[config.mk]
export PLATFORM = sky130hd
export DESIGN_NAME = ls395a_sequencer
export DESIGN_NICKNAME = d
export VERILOG_FILES = /design/src/rtl/ls395a_sequencer.sv
export SDC_FILE = /design/constraint.sdc
export NUM_CORES = 1
export LEC_CHECK = 0
export CAP_MARGIN = 20
export CELL_PAD_IN_SITES_DETAIL_PLACEMENT = 1
export CELL_PAD_IN_SITES_GLOBAL_PLACEMENT = 1
export CORE_MARGIN = 4
export CORE_UTILIZATION = 24
export DETAILED_ROUTE_END_ITERATION = 8
export GPL_ROUTABILITY_DRIVEN = 0
export PLACE_DENSITY = 0.7
export SYNTH_ARGS = -nofsm -noshare
export SYNTH_HDL_FRONTEND = slang
export SYNTH_SLANG_ARGS = --single-unit
[constraint.sdc]
create_clock -name iClk -period 1.95 [get_ports iClk]
set_input_delay 0.39 -clock iClk [delete_from_list [all_inputs] [get_ports iClk]]
set_output_delay 0.39 -clock iClk [all_outputs]
set_load 0.005 [all_outputs]
[src/rtl/ls395a_sequencer.sv]
// Upstream load/shift sequencer for a cascaded LS395A chain; recaptures the carry stream.
// Optional loopback compare enabled by defining LS395A_LOOPCHK_EN.
module ls395a_sequencer #(
  parameter int WIDTH = 4
) (
  input  logic             iClk,
  input  logic             iClr,
  input  logic             iValid,
  output logic             oReady,
  input  logic [WIDTH-1:0] iWord,
  input  logic             iSerIn,
  output logic [WIDTH-1:0] oPData,
  output logic             oLDSH,
  output logic             oSER,
  output logic             oRegClr,
  input  logic             iCarry,
  output logic [WIDTH-1:0] oWord,
  output logic             oWordValid,
  output logic             oMismatch
);

  localparam int CW = $clog2(WIDTH);
  localparam logic [CW-1:0] LAST = CW'(WIDTH - 1);

  typedef enum logic [1:0] {IDLE, LOAD, SHIFT, DONE} state_t;

  // Handshake: a word is accepted on a posedge where iValid && oReady; no buffering.
  state_t           state, next_state;
  logic [CW-1:0]    cnt, cnt_next;
  logic [WIDTH-1:0] cap, cap_next;
  logic [WIDTH-1:0] pdata_next, word_next;
  logic             ldsh_next, ser_next, wvalid_next;
`ifdef LS395A_LOOPCHK_EN
  logic             mism_next;
  logic             mism_q;
`endif

  assign oReady  = (state == IDLE);
  assign oRegClr = iClr;

  always_ff @(posedge iClk) begin
    if (iClr) begin
      state      <= IDLE;
      cnt        <= '0;
      cap        <= '0;
      oPData     <= '0;
      oLDSH      <= 1'b0;
      oSER       <= 1'b0;
      oWord      <= '0;
      oWordValid <= 1'b0;
    end else begin
      state      <= next_state;
      cnt        <= cnt_next;
      cap        <= cap_next;
      oPData     <= pdata_next;
      oLDSH      <= ldsh_next;
      oSER       <= ser_next;
      oWord      <= word_next;
      oWordValid <= wvalid_next;
    end
  end

  always_comb begin
    next_state = state;
    case (state)
      IDLE:    if (iValid) next_state = LOAD;
      LOAD:    next_state = SHIFT;
      SHIFT:   if (cnt == LAST) next_state = DONE;
      DONE:    next_state = IDLE;
      default: next_state = IDLE;
    endcase
  end

  // oSER holds the fill bit after SHIFT so the free-running chain keeps repeating it.
  always_comb begin
    pdata_next  = oPData;
    ldsh_next   = 1'b0;
    ser_next    = oSER;
    word_next   = oWord;
    wvalid_next = 1'b0;
    cnt_next    = cnt;
    cap_next    = cap;
`ifdef LS395A_LOOPCHK_EN
    mism_next   = 1'b0;
`endif
    case (state)
      IDLE: begin
        if (iValid) begin
          pdata_next = iWord;
          ldsh_next  = 1'b1;
          cnt_next   = '0;
        end
      end
      LOAD: begin
        cap_next = {cap[WIDTH-2:0], iCarry};
        cnt_next = '0;
        ser_next = iSerIn;
      end
      SHIFT: begin
        if (cnt != LAST) begin
          cap_next = {cap[WIDTH-2:0], iCarry};
          cnt_next = cnt + CW'(1);
          ser_next = iSerIn;
        end else begin
          word_next   = cap;
          wvalid_next = 1'b1;
`ifdef LS395A_LOOPCHK_EN
          mism_next   = (cap != oPData);
`endif
        end
      end
      default: ;
    endcase
  end

`ifdef LS395A_LOOPCHK_EN
  always_ff @(posedge iClk) begin
    if (iClr) mism_q <= 1'b0;
    else      mism_q <= mism_next;
  end
  assign oMismatch = mism_q;
`else
  assign oMismatch = 1'b0;
`endif

endmodule
### Word-level counts from Yosys, hierarchy flattened

Cells that the tools add are included.

* $add $sub $neg: 1
* equality and inequality tests: 8
* muxes and demuxes: 12
* bitwise operators: 3
* reduce and logical (&&, ||, !) cells: 10

Operator list (count)
* 2-bit 2-to-1 mux: 4
* 2-bit != test, second input constant: 4
* 2-bit case mux with 4 select lines: 1
* 4-bit case mux with 2 select lines: 1
* 2-bit AND reduction: 4
* 2-bit equality test, second input constant: 3
* 2-bit case mux with 3 select lines: 1
* 4-bit 2-to-1 mux: 1
* 2-bit OR reduction: 2
* 1-bit 2-to-1 mux: 3
* 1-bit inverter: 3
* 3-bit AND reduction: 1
* 3-bit nonzero test: 1
* 2-bit by 1-bit adder with 2-bit output, second input constant: 1
* 2-bit by 1-bit equality test with 1-bit output, second input constant: 1
* 2-bit zero test: 1
* 1-bit case mux with 2 select lines: 1
* 2-bit nonzero test: 1

* register bits: 19
* input port bits: 9
* output and inout port bits: 14
* word-level logic and storage cells: 42

### Logic depth before layout (Yosys ltp)

Gate-level depths: netlist of run 1.

* depth in word-level cells: 3
* mapped depth: 6
* gate-level depth less buffers: 5

### Worst setup path after synthesis of run 1

OpenSTA, ideal clock, no wires.

* path kind: register to register
* start: register state[0]
* end: register cnt[0]
* setup time: 0.070 ns
* arrival time: 1.445 ns
* required time: 1.880 ns
* setup slack: 0.435 ns
* stages on the path, launching flop included: 7
* path buffers: 1
* clock period less this slack: 1.515 ns
* cell sequence: dfxtp_1 -> inv_1 -> ha_1 -> nand2b_1 -> clkbuf_1 -> or4_1 -> a21oi_1

* word-level cells in the longest chain between the ends: 3
* elaborated cells on any way between the ends: 8
* classes of those cells: 4 x eq/ne; 1 x mux; 3 x reduce/logical

Ends and longest elaborated chain
* start: declaration: line 28 `state_t state, next_state;`
* start signal: assignment: line 52 `state <= next_state;`
* 2-bit equality test, or another cell as far along: line 86 `case (state)`
* 2-bit != test (no line) / 3-bit nonzero test (equally long branches)
* 3-bit AND reduction (no line)
* end signal: assignment: line 53 `cnt <= cnt_next;`
* end: declaration: line 29 `logic [CW-1:0] cnt, cnt_next;`

Parallel ways exist; a longest one is shown, timed or not.
A chain may end at the register's enable or synchronous reset.

### Final worst setup path of run 1

* start: register state[0]
* end: output oReady

* word-level cells in the longest chain between the ends: 1

Ends and longest elaborated chain
* 2-bit zero test: line 38 `assign oReady = (state == IDLE);`
* end: declaration: line 9 `output logic oReady,`

No other way between the ends.

==> results of run 1 <==
==> critical path: cells and delay by family, from the launching register on <==
kind | cells | cell delay, ns
buffers and inverters | 2 | 0.62
adder cells (fa/ha/maj) | 1 | 0.18
flip-flops | 1 | 0.36
==> routing by layer <==
metal,vias up,share of wire
li1,368,-
met2,13,0.51
met1,349,0.44
met3,0,0.048
met4,0,0
met5,-,0
==> registers in the layout (all words and copies together) (netlist names) <==
name and flops:
cap 4, oPData 4, oWord 4, cnt 2, state 2, oLDSH 1, oSER 1, oWordValid 1
==> through the flow <==
| stage | power (W) | util |
|---|---|---|
| 6_report | 0.001217 | 0.3532 |
| 5_1_grt | 0.001338 | 0.3532 |
| 4_1_cts | 0.001235 | 0.3532 |
| 3_5_place_dp | 0.0009963 | 0.3404 |
| 3_3_place_gp | 0.0009676 | 0.3404 |
| 2_1_floorplan | 0.0007848 | - |
==> worst max path at each step <==
stage | endpoint | slack, ns | from
2_1_floorplan | cnt[0] | 0.43 | state[0]
3_3_place_gp | oRegClr | 0.20 | iClr
3_5_place_dp | oRegClr | 0.20 | iClr
4_1_cts | oReady | 0.02 | state[0]
5_1_grt | oReady | 0.007 | state[0]
6_report | oReady | 0.09 | state[0]
==> kinds of logic after synthesis <==
group | after synthesis
buf+inv | 8
other cells | 1
compound gates | 25
flops | 19
simple gates | 37
fa+ha+maj | 6
==> report_power, final <==
part           internal [W]  total, W  switching (W)
clock             0.0000764  0.000205       0.000129
combinational      0.000238  0.000509       0.000271
sequential         0.000454  0.000503      0.0000495
==> repair_timing <==
action / CTS / global route
gates resized for setup: 2 / 2
endpoints found under the setup margin: 1 / 1
cloned: 0 / 0
buffers inserted: 0 / 0
==> placed cells by master (no fill, tap or decap), drive strengths merged <==
master,n
clkdlybuf4s50,21
a21oi,17
conb,1
and2,1
nand2b,3
buf,3
nand4b,1
nor3,2
o31ai,2
clkinv,1
inv,2
o21ai,6
nor2,2
nand2,14
nand3,10
nor2b,3
ha,6
or4,1
dfxtp,19
clkbuf,3
==> layout make-up <==
type / instances / area (µm²) / share of cell area
Multi-Input combinational cell: 69 / 401.6 / 0.3635
Sequential cell: 19 / 380.4 / 0.3443
Timing Repair Buffer: 24 / 232.7 / 0.2106
Tap cell: 44 / 55.05 / 0.04983
Clock buffer: 3 / 22.52 / 0.02039
Inverter: 2 / 7.507 / 0.006795
Clock inverter: 1 / 5.005 / 0.004530
==> metrics.txt, run 1 <==
run status=complete, no violations; DR vias=between 700 and 800; CTS tree=yes; layout cells sized above 1=0.08475; top cells by count, synth=19 x dfxtp_1, 17 x a21oi_1, 14 x nand2_1; crit-path cells=inv_2 > ha_4 > clkdlybuf4s50_1; Worst-Skew Late Latency=0.30 ns; area of the die=roughly 0.0044 mm²; XOR/XNOR Fraction of Synth Area=0; EDFF count, synth=0; Max clock buf depth=2; slowest cell delay on critical path=0.51 ns; Final Max Slew Viols=0; max_cap viols=0; antenna violations before repair=0; Hold EP=oPData[0]; unrepaired setup endpoints after global routing=no; syn_nets=111; # rows=20; Post-Layout Cell Count=162; setup TNS=0 ns; fin area=around 0.0011 mm²; initial drt markers=26; residual DRC count=0; DP Cell Count=158; TritonCTS Buffers=3; Fmax=539.1 MHz; Tmin final=1.855 ns; Synth top area share=0.4713; dpl hpwl=1.630 mm; Pre-Repair DR Iteration Count=4; M3 GR Usage=0.03912; crit path DAT=1.47 ns; CTS sink cnt=19; Total GRT Usage=0.1089; final setup fails=0; Initial Util=0.2580; CTS Hold Bufs=0; crit path kind=reg -> out; reg2reg end=state[1]; Compound-Gate Fraction of Synth Area=0.1612; GRT met1 Usage=0.1233; Yosys top cell by area=dfxtp_1; most common cell in the netlist=dfxtp_1; crit path launch type=register; pre-CTS setup slack=0.1977 ns; Post-Synth Simple-Gate Area=0.2233; Reg clk slew, reported paths=0.11 ns; Post-Route Skew=0.0006228 ns; CTS root buf=clkbuf_4; synthesis warning total=0; Nets=134; Syn Inst Count=96; syn_area_per_cell=around 8.4 µm²; met2 usage=0.1952; post-route clock period utilization=0.9513; number of fill cells=384; multiplexer share of the synthesized area=0; worst-path fanout max=8; most used routing layer=met2; flops & latches, synth=19; hold depth=2; largest net degree at the start of global routing=20; die height=65.99 µm; synthesized area=807.0 µm²; worst r2r path cells=5; post-route setup slack=0.09500 ns; total gr overflow=0; distinct cell type count after synthesis=18; first-pass GRT wire length=3.650 mm; IO Port Bufs=21; Area contributors post-synth=dfxtp_1 47%, a21oi_1 11%, ha_1 9.3%; internal reg-to-reg setup slack=0.41 ns; DRT antenna net count=0; Max VDD drop=approximately 0.63 mV; Worst R2R Start=state[0]; largest family of logic cells by synthesized area=simple AND/OR/NAND/NOR gates; I/O pin cnt=23; Final Hold Viols=0; Hold Startpoint=oPData[0]; n_diodes=0; via/cell ratio=4.506; depth of the CTS H-tree=1; Hold Slack=0.4652 ns; core area=0.003128 mm²; area grow syn2layout=36.90%; area post-placement=0.001065 mm²; Leak=0.4006 nW; drt total wl=2.103 mm; Critical Path Slowest Stage Cell=clkdlybuf4s50_1; average wire per standard cell=12.98 µm; critical path capture point type=output pin; post-synthesis async set-or-reset flop share=0; critical path required time=roughly 1.6 ns; post-synthesis adder-cell area fraction=0.09302; vias in the first global route=788; Seq/Total Area, Yosys=0.4713; Hold Crit Class=reg -> reg; Top FF cell, synth=dfxtp_1; PwrDens=1102 mW/mm²; Die Wd=65.99 µm
Note: power is estimated with default switching activity, not from simulation.
==> run 2, diff against run 1 <==
--- a/config.mk
+++ b/config.mk
@@ -8,10 +8,11 @@
 export CAP_MARGIN = 20
 export CELL_PAD_IN_SITES_DETAIL_PLACEMENT = 1
 export CELL_PAD_IN_SITES_GLOBAL_PLACEMENT = 1
-export CORE_MARGIN = 4
+export CORE_MARGIN = 2
 export CORE_UTILIZATION = 24
 export DETAILED_ROUTE_END_ITERATION = 8
 export GPL_ROUTABILITY_DRIVEN = 0
+export MAX_ROUTING_LAYER = met4
 export PLACE_DENSITY = 0.7
 export SYNTH_ARGS = -nofsm -noshare
 export SYNTH_HDL_FRONTEND = slang
==> run 2 against run 1 <==
Via count grew 0.14%. Clock power down 3%. Highest routed layer is now met4. Critical path depth unchanged. Clock skew grew 0.0045 ns. Cell count increased by 1.2%. First-iteration DRC count increased by 7.7%. Routed wire length fell by 3.9%. Critical path type unchanged. Worst hold slack worse by 0.0033 ns. Register-to-register slack worse by 0.04 ns. Flip-flop and latch count is the same.
==> metrics.txt, run 2 (same netlist as run 1, synthesis figures left out) <==
Hold Crit Class=reg -> reg; CTS tree=yes; setup TNS=0 ns (unchanged); Reg clk slew, reported paths=0.10 ns (about the same); first-pass GRT wire length=3.201 mm (-12%); max_cap viols=0 (unchanged); drt total wl=2.020 mm (-3.9%); total gr overflow=0 (unchanged); Final Hold Viols=0 (unchanged); worst r2r path cells=5 (unchanged); Final Max Slew Viols=0 (unchanged); Largest regs=cap (4), oPData (4), oWord (4); Post-Route Skew=0.005163 ns (+0.004540 ns); critical path capture point type=output pin; Pre-Repair DR Iteration Count=4 (unchanged); CTS root buf=clkbuf_4; average wire per standard cell=12.32 µm (-5.1%); depth of the CTS H-tree=1 (unchanged); reg2reg end=cap[0]; IO Port Bufs=21 (unchanged); clock power share=0.164 (-0.004); DRT antenna net count=0 (unchanged); I/O pin cnt=23 (unchanged); area of the die=0.003842 mm² (-12%); PwrDens=1098 mW/mm² (-0.38%); Max VDD drop=0.2843 mV (-55%); most common cell after layout, fill and taps aside=clkdlybuf4s50_1; sw power=0.0004442 W (-1.1%); CTS sink cnt=19 (unchanged); TritonCTS Buffers=3 (unchanged); Fmax=543.1 MHz (+0.74%); CTS Hold Bufs=0 (unchanged); n_diodes=0 (unchanged); Logic pwr share=0.420 (+0.002); die height=61.99 µm (-6.1%); worst-path fanout max=8 (unchanged); # rows=21 (+5.0%); Tmin final=1.841 ns (-0.01360 ns); post-route clock period utilization=0.9443 (-0.006973); crit path kind=reg -> out; Max clock buf depth=2 (unchanged); crit path DAT=1.45 ns (-0.02 ns); layout cells sized above 1=0.07627 (-0.008475); Leak=0.3979 nW (-0.68%); final setup fails=0 (unchanged); core area=0.003284 mm² (+5.0%); Worst-Skew Late Latency=0.30 ns (about the same); area grow syn2layout=37.05%; Nets=134 (unchanged); crit path launch type=register; Pwr Total=0.001214 W (-0.26%); Die Wd=61.99 µm (-6.1%); Total GRT Usage=0.1175 (+0.008601); Reg power frac=0.416 (+0.003); initial drt markers=28 (+7.7%); Hold Startpoint=oWord[0]; largest net degree at the start of global routing=20 (unchanged); hold depth=2 (unchanged); DR vias=731 (+0.14%); run status=complete, no violations; internal reg-to-reg setup slack=0.37 ns (-0.04 ns); Sw Share=0.3659 (-0.003016); critical path required time=1.56 ns (about the same); Hold Slack=0.4620 ns (-0.003279 ns); dpl hpwl=1.555 mm (-4.6%); vias in the first global route=707 (-10%); residual DRC count=0 (unchanged); antenna violations before repair=0 (unchanged); Worst R2R Start=state[0]; Internal=0.0007698 W (+0.21%); via/cell ratio=4.457 (-1.1%); Initial Util=0.2457 (-0.01229); Hold EP=oWord[0]; unrepaired setup endpoints after global routing=no; most frequent cells in the layout=21 x clkdlybuf4s50_1, 19 x dfxtp_1, 17 x a21oi_1
## run 2: worst max-delay path by stage
stage | start | end | slack [ns] | cells past startpoint
after floorplan | state[0] | cnt[0] | 0.43 | 6
after global placement | iClr | oRegClr | 0.20 | 2
after detailed placement | iClr | oRegClr | 0.20 | 2
after CTS | state[0] | oReady | 0.04 | 3
after global routing | state[0] | oReady | 0.02 | 3
final | state[0] | oReady | 0.11 | 3
## run 2: timing repair
action | CTS | global route
resized for setup | 2 | 2
setup endpoints to repair | 1 | 1
setup buffers | 0 | 0
## run 2: area by class of cell
cell class	count	area (µm²)
Tap cell	46	57.56
Timing Repair Buffer	24	232.7
Fill cell	393	2178
Sequential cell	19	380.4
Multi-Input combinational cell	69	401.6
Clock buffer	4	26.28
Inverter	2	7.507
## run 2: worst max-delay path, cell delays in order, from the launching register on
cell and delay [ns]:
dfxtp_1 0.36, inv_2 0.11, ha_4 0.18, clkdlybuf4s50_1 0.50
## run 2: stage by stage
step                cells  utilization  setup slack (ns)  area (µm²)
floorplan              96            -            0.4349       807.0
global placement      160       0.3250            0.1987        1067
detailed placement    160       0.3250            0.1952        1067
CTS                   164       0.3368           0.03801        1106
global route          164       0.3368           0.02363        1106
finish                164       0.3368            0.1086        1106
## run 2: routing by layer
layer	global-route usage	vias up	part of all wire
met5	-	-	0
met4	0.05471	0	0.010
met3	0.02484	2	0.017
met2	0.1935	12	0.49
met1	0.1357	351	0.48
li1	-	366	-
## run 2: power groups by stage
stage / registers (W) / logic, W / clock network (W)
floorplan: 0.000502 / 0.000283 / 0
global placement: 0.000503 / 0.000455 / 0
detailed placement: 0.000513 / 0.000479 / 0
CTS: 0.000503 / 0.000509 / 0.000207
global route: 0.000515 / 0.000572 / 0.000228
finish: 0.000505 / 0.000510 / 0.000199
